## src/rtl/ring_phase_decoder.sv

```systemverilog
// ring_phase_decoder: samples a rotating one-hot phase bus, decodes the set
// bit to a binary slot index, checks one-hot-ness and right-rotate order
// (MSB first, toward bit 0, wrap to MSB), and acquires/tracks lock.
// Optional build macro RING_PHASE_DEC_ERRCNT_EN adds a saturating 8-bit
// error counter; without it err_count is tied to zero.
module ring_phase_decoder #(
  parameter  int WIDTH    = 8,
  parameter  int LOCK_CNT = 4,
  localparam int IDXW     = $clog2(WIDTH)
) (
  input  logic              clk,
  input  logic              reset,
  input  logic              phase_valid,
  input  logic [WIDTH-1:0]  phase_in,
  output logic [IDXW-1:0]   index,
  output logic              index_valid,
  output logic              locked,
  output logic              lap_tick,
  output logic              err_onehot,
  output logic              err_seq,
  output logic [7:0]        err_count
);

  typedef enum logic [1:0] {HUNT, TRACK, LOCK} state_t;

  localparam logic [WIDTH-1:0] ONE = {{(WIDTH-1){1'b0}}, 1'b1};
  localparam logic [WIDTH-1:0] MSB = {1'b1, {(WIDTH-1){1'b0}}};
  localparam logic [4:0]       LOCK_TGT = 5'(LOCK_CNT);

  // True when exactly one bit of v is set.
  function automatic logic is_onehot(input logic [WIDTH-1:0] v);
    return (v != '0) && ((v & (v - ONE)) == '0);
  endfunction

  // Binary position of the (single) set bit.
  function automatic logic [IDXW-1:0] encode(input logic [WIDTH-1:0] v);
    logic [IDXW-1:0] r;
    r = '0;
    for (int i = 0; i < WIDTH; i++)
      if (v[i]) r = IDXW'(i);
    return r;
  endfunction

  state_t            state_p1, state_nx;
  logic [WIDTH-1:0]  ref_p1, ref_nx;
  logic [3:0]        good_p1, good_nx;
  logic [IDXW-1:0]   index_p1, index_nx;
  logic              iv_p1, iv_nx;
  logic              lap_p1, lap_nx;
  logic              eoh_p1, eoh_nx;
  logic              eseq_p1, eseq_nx;

  logic [WIDTH-1:0]  exp_p0;
  logic              onehot_p0, match_p0;
  logic [IDXW-1:0]   enc_p0;
  logic [4:0]        good_inc_p0;

  assign exp_p0      = {ref_p1[0], ref_p1[WIDTH-1:1]};
  assign onehot_p0   = is_onehot(phase_in);
  assign match_p0    = (phase_in == exp_p0);
  assign enc_p0      = encode(phase_in);
  assign good_inc_p0 = {1'b0, good_p1} + 5'd1;

  // Next-state and next-output decode; invalid cycles leave everything as is.
  always_comb begin
    state_nx = state_p1;
    ref_nx   = ref_p1;
    good_nx  = good_p1;
    index_nx = index_p1;
    iv_nx    = 1'b0;
    lap_nx   = 1'b0;
    eoh_nx   = 1'b0;
    eseq_nx  = 1'b0;
    if (phase_valid) begin
      case (state_p1)
        HUNT: begin
          if (onehot_p0) begin
            ref_nx   = phase_in;
            good_nx  = '0;
            index_nx = enc_p0;
            iv_nx    = 1'b1;
            state_nx = TRACK;
          end else begin
            eoh_nx = 1'b1;
          end
        end
        TRACK: begin
          if (!onehot_p0) begin
            eoh_nx   = 1'b1;
            state_nx = HUNT;
          end else if (match_p0) begin
            ref_nx   = phase_in;
            index_nx = enc_p0;
            iv_nx    = 1'b1;
            if (good_inc_p0 == LOCK_TGT) begin
              good_nx  = '0;
              state_nx = LOCK;
            end else begin
              good_nx = good_inc_p0[3:0];
            end
          end else begin
            // Wrong rotation (including a stalled repeat): resync on it.
            eseq_nx  = 1'b1;
            ref_nx   = phase_in;
            good_nx  = '0;
            index_nx = enc_p0;
            iv_nx    = 1'b1;
          end
        end
        LOCK: begin
          if (!onehot_p0) begin
            eoh_nx   = 1'b1;
            state_nx = HUNT;
          end else if (match_p0) begin
            ref_nx   = phase_in;
            index_nx = enc_p0;
            iv_nx    = 1'b1;
            lap_nx   = (phase_in == MSB) && (ref_p1 == ONE);
          end else begin
            eseq_nx  = 1'b1;
            ref_nx   = phase_in;
            good_nx  = '0;
            index_nx = enc_p0;
            iv_nx    = 1'b1;
            state_nx = TRACK;
          end
        end
        default: state_nx = HUNT;
      endcase
    end
  end

  // ---- stage boundary: decoded sample -> registered state and outputs ----
  // State and output registers; reset wins over any sample in the same cycle.
  always_ff @(posedge clk) begin
    if (reset) begin
      state_p1 <= HUNT;
      ref_p1   <= '0;
      good_p1  <= '0;
      index_p1 <= '0;
      iv_p1    <= 1'b0;
      lap_p1   <= 1'b0;
      eoh_p1   <= 1'b0;
      eseq_p1  <= 1'b0;
    end else begin
      state_p1 <= state_nx;
      ref_p1   <= ref_nx;
      good_p1  <= good_nx;
      index_p1 <= index_nx;
      iv_p1    <= iv_nx;
      lap_p1   <= lap_nx;
      eoh_p1   <= eoh_nx;
      eseq_p1  <= eseq_nx;
    end
  end

  assign index       = index_p1;
  assign index_valid = iv_p1;
  assign locked      = (state_p1 == LOCK);
  assign lap_tick    = lap_p1;
  assign err_onehot  = eoh_p1;
  assign err_seq     = eseq_p1;

`ifdef RING_PHASE_DEC_ERRCNT_EN
  logic [7:0] err_cnt_p1;

  // Saturating error counter, stepping on the same edge as the error pulse.
  always_ff @(posedge clk) begin
    if (reset)
      err_cnt_p1 <= '0;
    else if ((eoh_nx || eseq_nx) && (err_cnt_p1 != 8'hFF))
      err_cnt_p1 <= err_cnt_p1 + 8'd1;
  end

  assign err_count = err_cnt_p1;
`else
  assign err_count = '0;
`endif

endmodule
```

## config.mk

```make
export PLATFORM = sky130hd
export DESIGN_NAME = ring_phase_decoder
export DESIGN_NICKNAME = d
export VERILOG_FILES = /design/src/rtl/ring_phase_decoder.sv
export SDC_FILE = /design/constraint.sdc
export NUM_CORES = 1
export LEC_CHECK = 0
export CAP_MARGIN = 10
export CORE_ASPECT_RATIO = 0.75
export CORE_UTILIZATION = 39
export DETAILED_ROUTE_END_ITERATION = 8
export GPL_ROUTABILITY_DRIVEN = 0
export GPL_TIMING_DRIVEN = 0
export PLACE_DENSITY_LB_ADDON = 0.25
export SLEW_MARGIN = 20
export SYNTH_ARGS = -nofsm -noshare
export SYNTH_HDL_FRONTEND = slang
export SYNTH_SLANG_ARGS = --single-unit
export TNS_END_PERCENT = 30
```

## constraint.sdc

```tcl
create_clock -name clk -period 7.4 [get_ports clk]
set_input_delay 1.48 -clock clk [delete_from_list [all_inputs] [get_ports clk]]
set_output_delay 1.48 -clock clk [all_outputs]
set_load 0.005 [all_outputs]
```

* After elaboration in Yosys (flattened, before gate mapping)
Index checks and enable logic that the tools add are counted.
** Word-level totals
- Flip-flop bits (word level) :: 21
- Input port bits :: 11
- Output and inout bits :: 16
- Word-level logic and storage cells :: 68
** Cells by class
- Add/subtract/negate cells :: 2
- Equality and inequality tests :: 13
- Muxes and demuxes :: 24
- Bitwise logic cells :: 7
- Reductions and logical operators :: 14
** Operators by type and width (number)
- $mux 4 :: 6
- $mux 3 :: 6
- $mux 2 :: 6
- $pmux 4 s3 :: 1
- $ne 3x3->1 const B :: 3
- $and 8x8->8 :: 1
- $eq 8x1->1 const B :: 1
- $eq 8x8->1 :: 1
- $eq 8x8->1 const B :: 1
- $logic_not 8->1 :: 1
- $reduce_bool 8->1 :: 1
- $sub 8x1->8 const B :: 1
- $ne 2x2->1 const B :: 3
- $not 1->1 :: 6
- $pmux 2 s3 :: 1
- $reduce_and 6->1 :: 1
- $reduce_or 3->1 :: 2
- $add 4x1->5 const B :: 1
- $eq 5x3->1 const B :: 1
- $reduce_and 5->1 :: 1
- $reduce_or 5->1 :: 1
- $mux 1 :: 4
- $reduce_or 4->1 :: 1
- $reduce_and 3->1 :: 1
- other kinds (7) :: 8

* Logic depth before layout (Yosys ltp)
Gate-level depths: netlist (run 1).
- Depth after elaboration :: 7
- Gate-level depth with buffers :: 8
- Gate-level depth less buffers :: 7

* Worst setup path before layout (run 1)
Ideal clock, no wire load.
- Path kind :: in2reg
- From :: input port phase_in[0]
- To :: register good_p1[0]
- Setup time :: 84 ps
- Data arrival time :: 3493 ps
- Required time :: 7316 ps
- Path slack :: 3823 ps
- Stages on the path :: 6
- Path buffers :: 0
- Cell sequence :: or4_4 -> or4b_1 -> o41ai_2 -> o2111a_2 -> or4b_1 -> o31ai_2
** On the way
- Word-level cells in the longest chain between the ends :: 6
- Elaborated cells on any way between the ends :: 14
- Those cells by class :: add/sub: 1; eq/ne: 5; mux: 3; bitwise: 1; reduce/logical: 4
** RTL lines
- start: declaration :: line 14 : input logic [WIDTH-1:0] phase_in,
- $sub 8x1->8 :: line 32 : return (v != '0) && ((v & (v - ONE)) == '0);
- $and 8x8->8 :: line 32
- $logic_not 8->1 :: line 32
- $logic_and 1x1->1 :: line 32
- $ne 2x2->1 (no line) or $ne 2x1->1 (tied branches)
- $reduce_and 6->1 (no line)
- end signal: assignment :: line 148 : good_p1 <= good_nx;
- end: declaration :: line 46 : logic [3:0] good_p1, good_nx;
Several ways; a longest one is shown, not always the timed one. The select of a mux whose other input is x is not followed.
A chain may end at the register's enable or synchronous reset.

* Worst setup path in the final report (run 1)
- From :: input port phase_in[2]
- To :: register ref_p1[3]
** On the way
- Word-level cells in the longest chain between the ends :: 5
- Elaborated cells on any way between the ends :: 6
- Those cells by class :: add/sub: 1; bitwise: 1; reduce/logical: 4
** RTL lines
- $sub 8x1->8 :: line 32
- $and 8x8->8 :: line 32
- $logic_not 8->1 :: line 32
- $logic_and 1x1->1 (*) :: line 32
- $reduce_and 3->1 (no line) (*)
- end signal: assignment :: line 147 : ref_p1 <= ref_nx;
- end: declaration :: line 45 : logic [WIDTH-1:0] ref_p1, ref_nx;
Mark *: on every way between the ends. The rest lies on a longest branch, timed or not.

==> summary.txt, run 1 <==
Run status
  • Outcome: finished, final reports clean

Job
  • Max-cap viol count: 0

Layout
  • Layout Nets: between 200 and 250
  • Layout cells sized above 1: 0.09574
  • Area Overhead vs Synth: 21.61%
  • Fillers: between 300 and 400
  • Antenna diodes: 0

Critical path
  • Critical path peak fanout: 10
  • Reg2Reg Depth: 7
  • CP Launch Type: input port
  • Crit path required time: between 7 and 8 ns
  • WS Path Type: in2reg
  • Crit end category: flop
  • WP data arrival: around 4.2 ns

Floorplanning
  • IO Pins: 27
  • Die Wd: 69.91 um
  • Die span in y: approximately 53 um
  • Starting Density: 0.4102
  • Rows: 18
  • Core box area: between 3000 and 4000 um2
  • Die area: 3700 um2

Synthesis
  • Mapped cell area: ~1300 um2
  • Top FF cell, synth: dfxtp_1
  • Area leader, netlist: dfxtp_1
  • Largest cells by area after synthesis: dfxtp_1, ha_1, xor2_1
  • Synth Area in Adders: 0.06308
  • Post-Synth Simple-Gate Area: 0.2597
  • Unique cell type count in the Yosys netlist: 52
  • Largest family of logic cells by synthesized area: simple AND/OR/NAND/NOR gates
  • Synth warn: 0
  • Post-synth EDFFs: 0
  • Synth Area in Compound Gates: 0.2050
  • Mapped Avg Cell Area: 8.430 um2
  • Xor/xnor share of the synthesized area: 0.05844
  • Multiplexer share of the synthesized area: 0.01484
  • Fraction of registers with async set/reset: 0
  • Post-Syn Instances: between 150 and 200
  • Flops & latches, synth: 21
  • Register area share after synthesis: 0.3117
  • Share of the synthesized area in the top cell type: 0.3117

GRT
  • Largest net degree at the start of global routing: 12
  • GRT Residual Overflow: 0
  • Initial antenna violation count: 0
  • First-pass GRT wire length: between 5000 and 6000 um
  • GRT Total Usage: 0.1870
  • Vias in the first global route: approximately 1100

Timing
  • Final-report hold violation count: 0
  • Setup slack after layout: roughly 3.4 ns
  • Fin crit period: just over 4 ns
  • Setup Skew: 0.006467 ns
  • Fin. max-slew vios: 0
  • WHS: around 0.5 ns
  • RSZ-0062 raised after global routing: no
  • Final setup fails: 0
  • Max-slew headroom: 0.5337
  • Setup TNS: 0 ns
  • Tcrit/Tclk final: 0.5468
  • Worst slew pin tran: approximately 0.7 ns
  • F_max: between 200 and 250 MHz

Clock network
  • Root buf cell: clkbuf_8
  • Sink Count: 21
  • Worst-case clock buffer depth: 2
  • CTS tree: yes
  • Clk_lat worst skew: 0.27 ns
  • Hold buffers post-CTS: 0
  • Postcts setup bufs: 0
  • Clk slew on worst S/H paths: approximately 0.070 ns
  • TritonCTS Buffers: 3
  • Post-cts gate resize count: 0
  • H-tree levels: 1

Worst hold path
  • Hold Path Class: reg2reg
  • Cell depth of the worst hold path: 2

Route
  • Vias: about 1200
  • DR iter-0 viols: 16
  • DRT antenna net count: 0
  • DRT Wirelength: between 3000 and 4000 um
  • # DRC: 0
  • Number of vias per cell: roughly 5.4
  • Wire length per cell: 13.65 um
  • 1st-pass router iterations: 4

Power
  • PD cells: 135.3 nW/um2
  • Leak Pwr: 0.0006652 uW
  • Maximum vdd drop: 0.00008740 V

Place
  • IO Port Bufs: 17
  • Post-DP HPWL: ~2400 um
  • Pre-CTS setup slack: a little over 3 ns
-- sequential cells by signal, summed over array words and instances, names as in the netlist --
name,cells
err_onehot,1
index_valid,1
ref_p1,8
lap_tick,1
state_p1,2
index,3
good_p1,4
err_seq,1
-- path summary, 6_finish.rpt --
path	start	to	slack [ns]
setup / recovery	phase_in[2]	ref_p1[3]$_SDFFE_PP0P_	3.35
hold / removal	good_p1[1]$_SDFFE_PP0P_	good_p1[1]$_SDFFE_PP0P_	0.50
setup reg to reg	ref_p1[1]$_SDFFE_PP0P_	good_p1[0]$_SDFFE_PP0P_	5.01
hold reg to reg	good_p1[1]$_SDFFE_PP0P_	good_p1[1]$_SDFFE_PP0P_	0.50
-- layer usage --
layer  share of wire  routed length [um]  vias to the layer above  track usage
met5               0                   0                        -            0
met4           0.014                  44                        0      0.07000
met2            0.45                1386                       30       0.3173
met3           0.049                 153                        5      0.04381
met1            0.49                1528                      566       0.2339
li1                -                   -                      623            -
-- cell type report --
cell class / count / area [um2] / share of cell area
inverter: 6 / 22.52 / 0.01373
multi-input combinational: 124 / 840.8 / 0.5126
timing repair buffer: 17 / 170.2 / 0.1037
buffer: 16 / 91.34 / 0.05568
sequential: 21 / 420.4 / 0.2563
clock buffer: 4 / 45.04 / 0.02746
tap: 40 / 50.05 / 0.03051
-- stage by stage --
| stage | power (uW) | util | std cells | cell area, um2 |
|---|---|---|---|---|
| 2_1_floorplan | 134.2 | - | 167 | 1375 |
| 3_3_place_gp | 146.9 | 0.4852 | 224 | 1595 |
| 3_5_place_dp | 147.5 | 0.4852 | 224 | 1595 |
| 4_1_cts | 223.2 | 0.4989 | 228 | 1640 |
| 5_1_grt | 232.0 | 0.4989 | 228 | 1640 |
| 6_report | 222.0 | 0.4989 | 228 | 1640 |
-- worst max-delay path, cell delays in order --
cell,delay (ns)
clkdlybuf4s50_1,0.55
or4_4,0.57
a2111oi_1,0.58
o21ai_0,0.40
clkbuf_1,0.29
o21ai_0,0.20
a21oi_1,0.09
-- cell families after synthesis --
group,Yosys count
mux,2
fa+ha+maj,7
compound gates,40
other cells,1
buf+inv,22
simple gates,58
flops,21
xor+xnor,9
-- where the power goes --
group          switching, uW  total, uW  internal, uW
sequential             0.733        115           114
clock                   38.4       76.8          38.4
combinational           16.1       30.5          14.4
total                   55.3        222           167
-- layout by cell type (no fill, tap or decap), types with 3 or more instances in the layout --
master,n
o21ai_0,11
nand2b_1,8
dfxtp_1,21
clkbuf_1,8
nor2_1,8
nor3_1,5
conb_1,8
a21oi_1,11
and3_1,3
clkbuf_8,3
nand2_1,10
inv_1,6
nor4_1,3
buf_4,8
clkdlybuf4s50_1,17
xor2_1,8
ha_1,6
-- synthesized netlist by cell type (2+ instances only) --
cell / n
xor2_1: 8
nor4_1: 3
nor2_1: 8
buf_4: 8
nand3b_1: 2
nor3_1: 5
mux2i_1: 2
or4b_1: 2
ha_1: 6
inv_1: 6
a311oi_1: 2
dfxtp_1: 21
clkbuf_1: 7
a21oi_1: 11
nand2b_1: 8
o21ai_0: 11
nor2b_1: 2
and3_1: 3
nand2_1: 10
o211a_1: 2
nor4b_1: 2
Note: power is estimated with default switching activity, not from simulation.
==> run 2: changes to the inputs <==
Clock period 7.4 ns to 3.6 ns, I/O delays scaled along.
==> results of run 2 <==
The final DEF is identical to that of run 1. Status: finished, final reports clean.
Among the figures that moved: setup slack after placement 3.107 ns -> 0.06707 ns; setup slack after layout 3.354 ns -> 0.3138 ns; register-to-register setup slack 5.01 ns -> 1.21 ns; total power 222.0 uW -> 456.3 uW; worst IR drop on VDD 0.00008740 V -> 0.0001797 V
==> run 3: changes to the inputs <==
Settings changed: CAP_MARGIN 10 to not set.
==> results of run 3 <==
The final DEF is identical to that of run 1. Status: finished, final reports clean.
Among the figures that moved: setup slack after placement 3.107 ns -> 0.06707 ns; setup slack after layout 3.354 ns -> 0.3138 ns; register-to-register setup slack 5.01 ns -> 1.21 ns; total power 222.0 uW -> 456.3 uW; worst IR drop on VDD 0.00008740 V -> 0.0001797 V
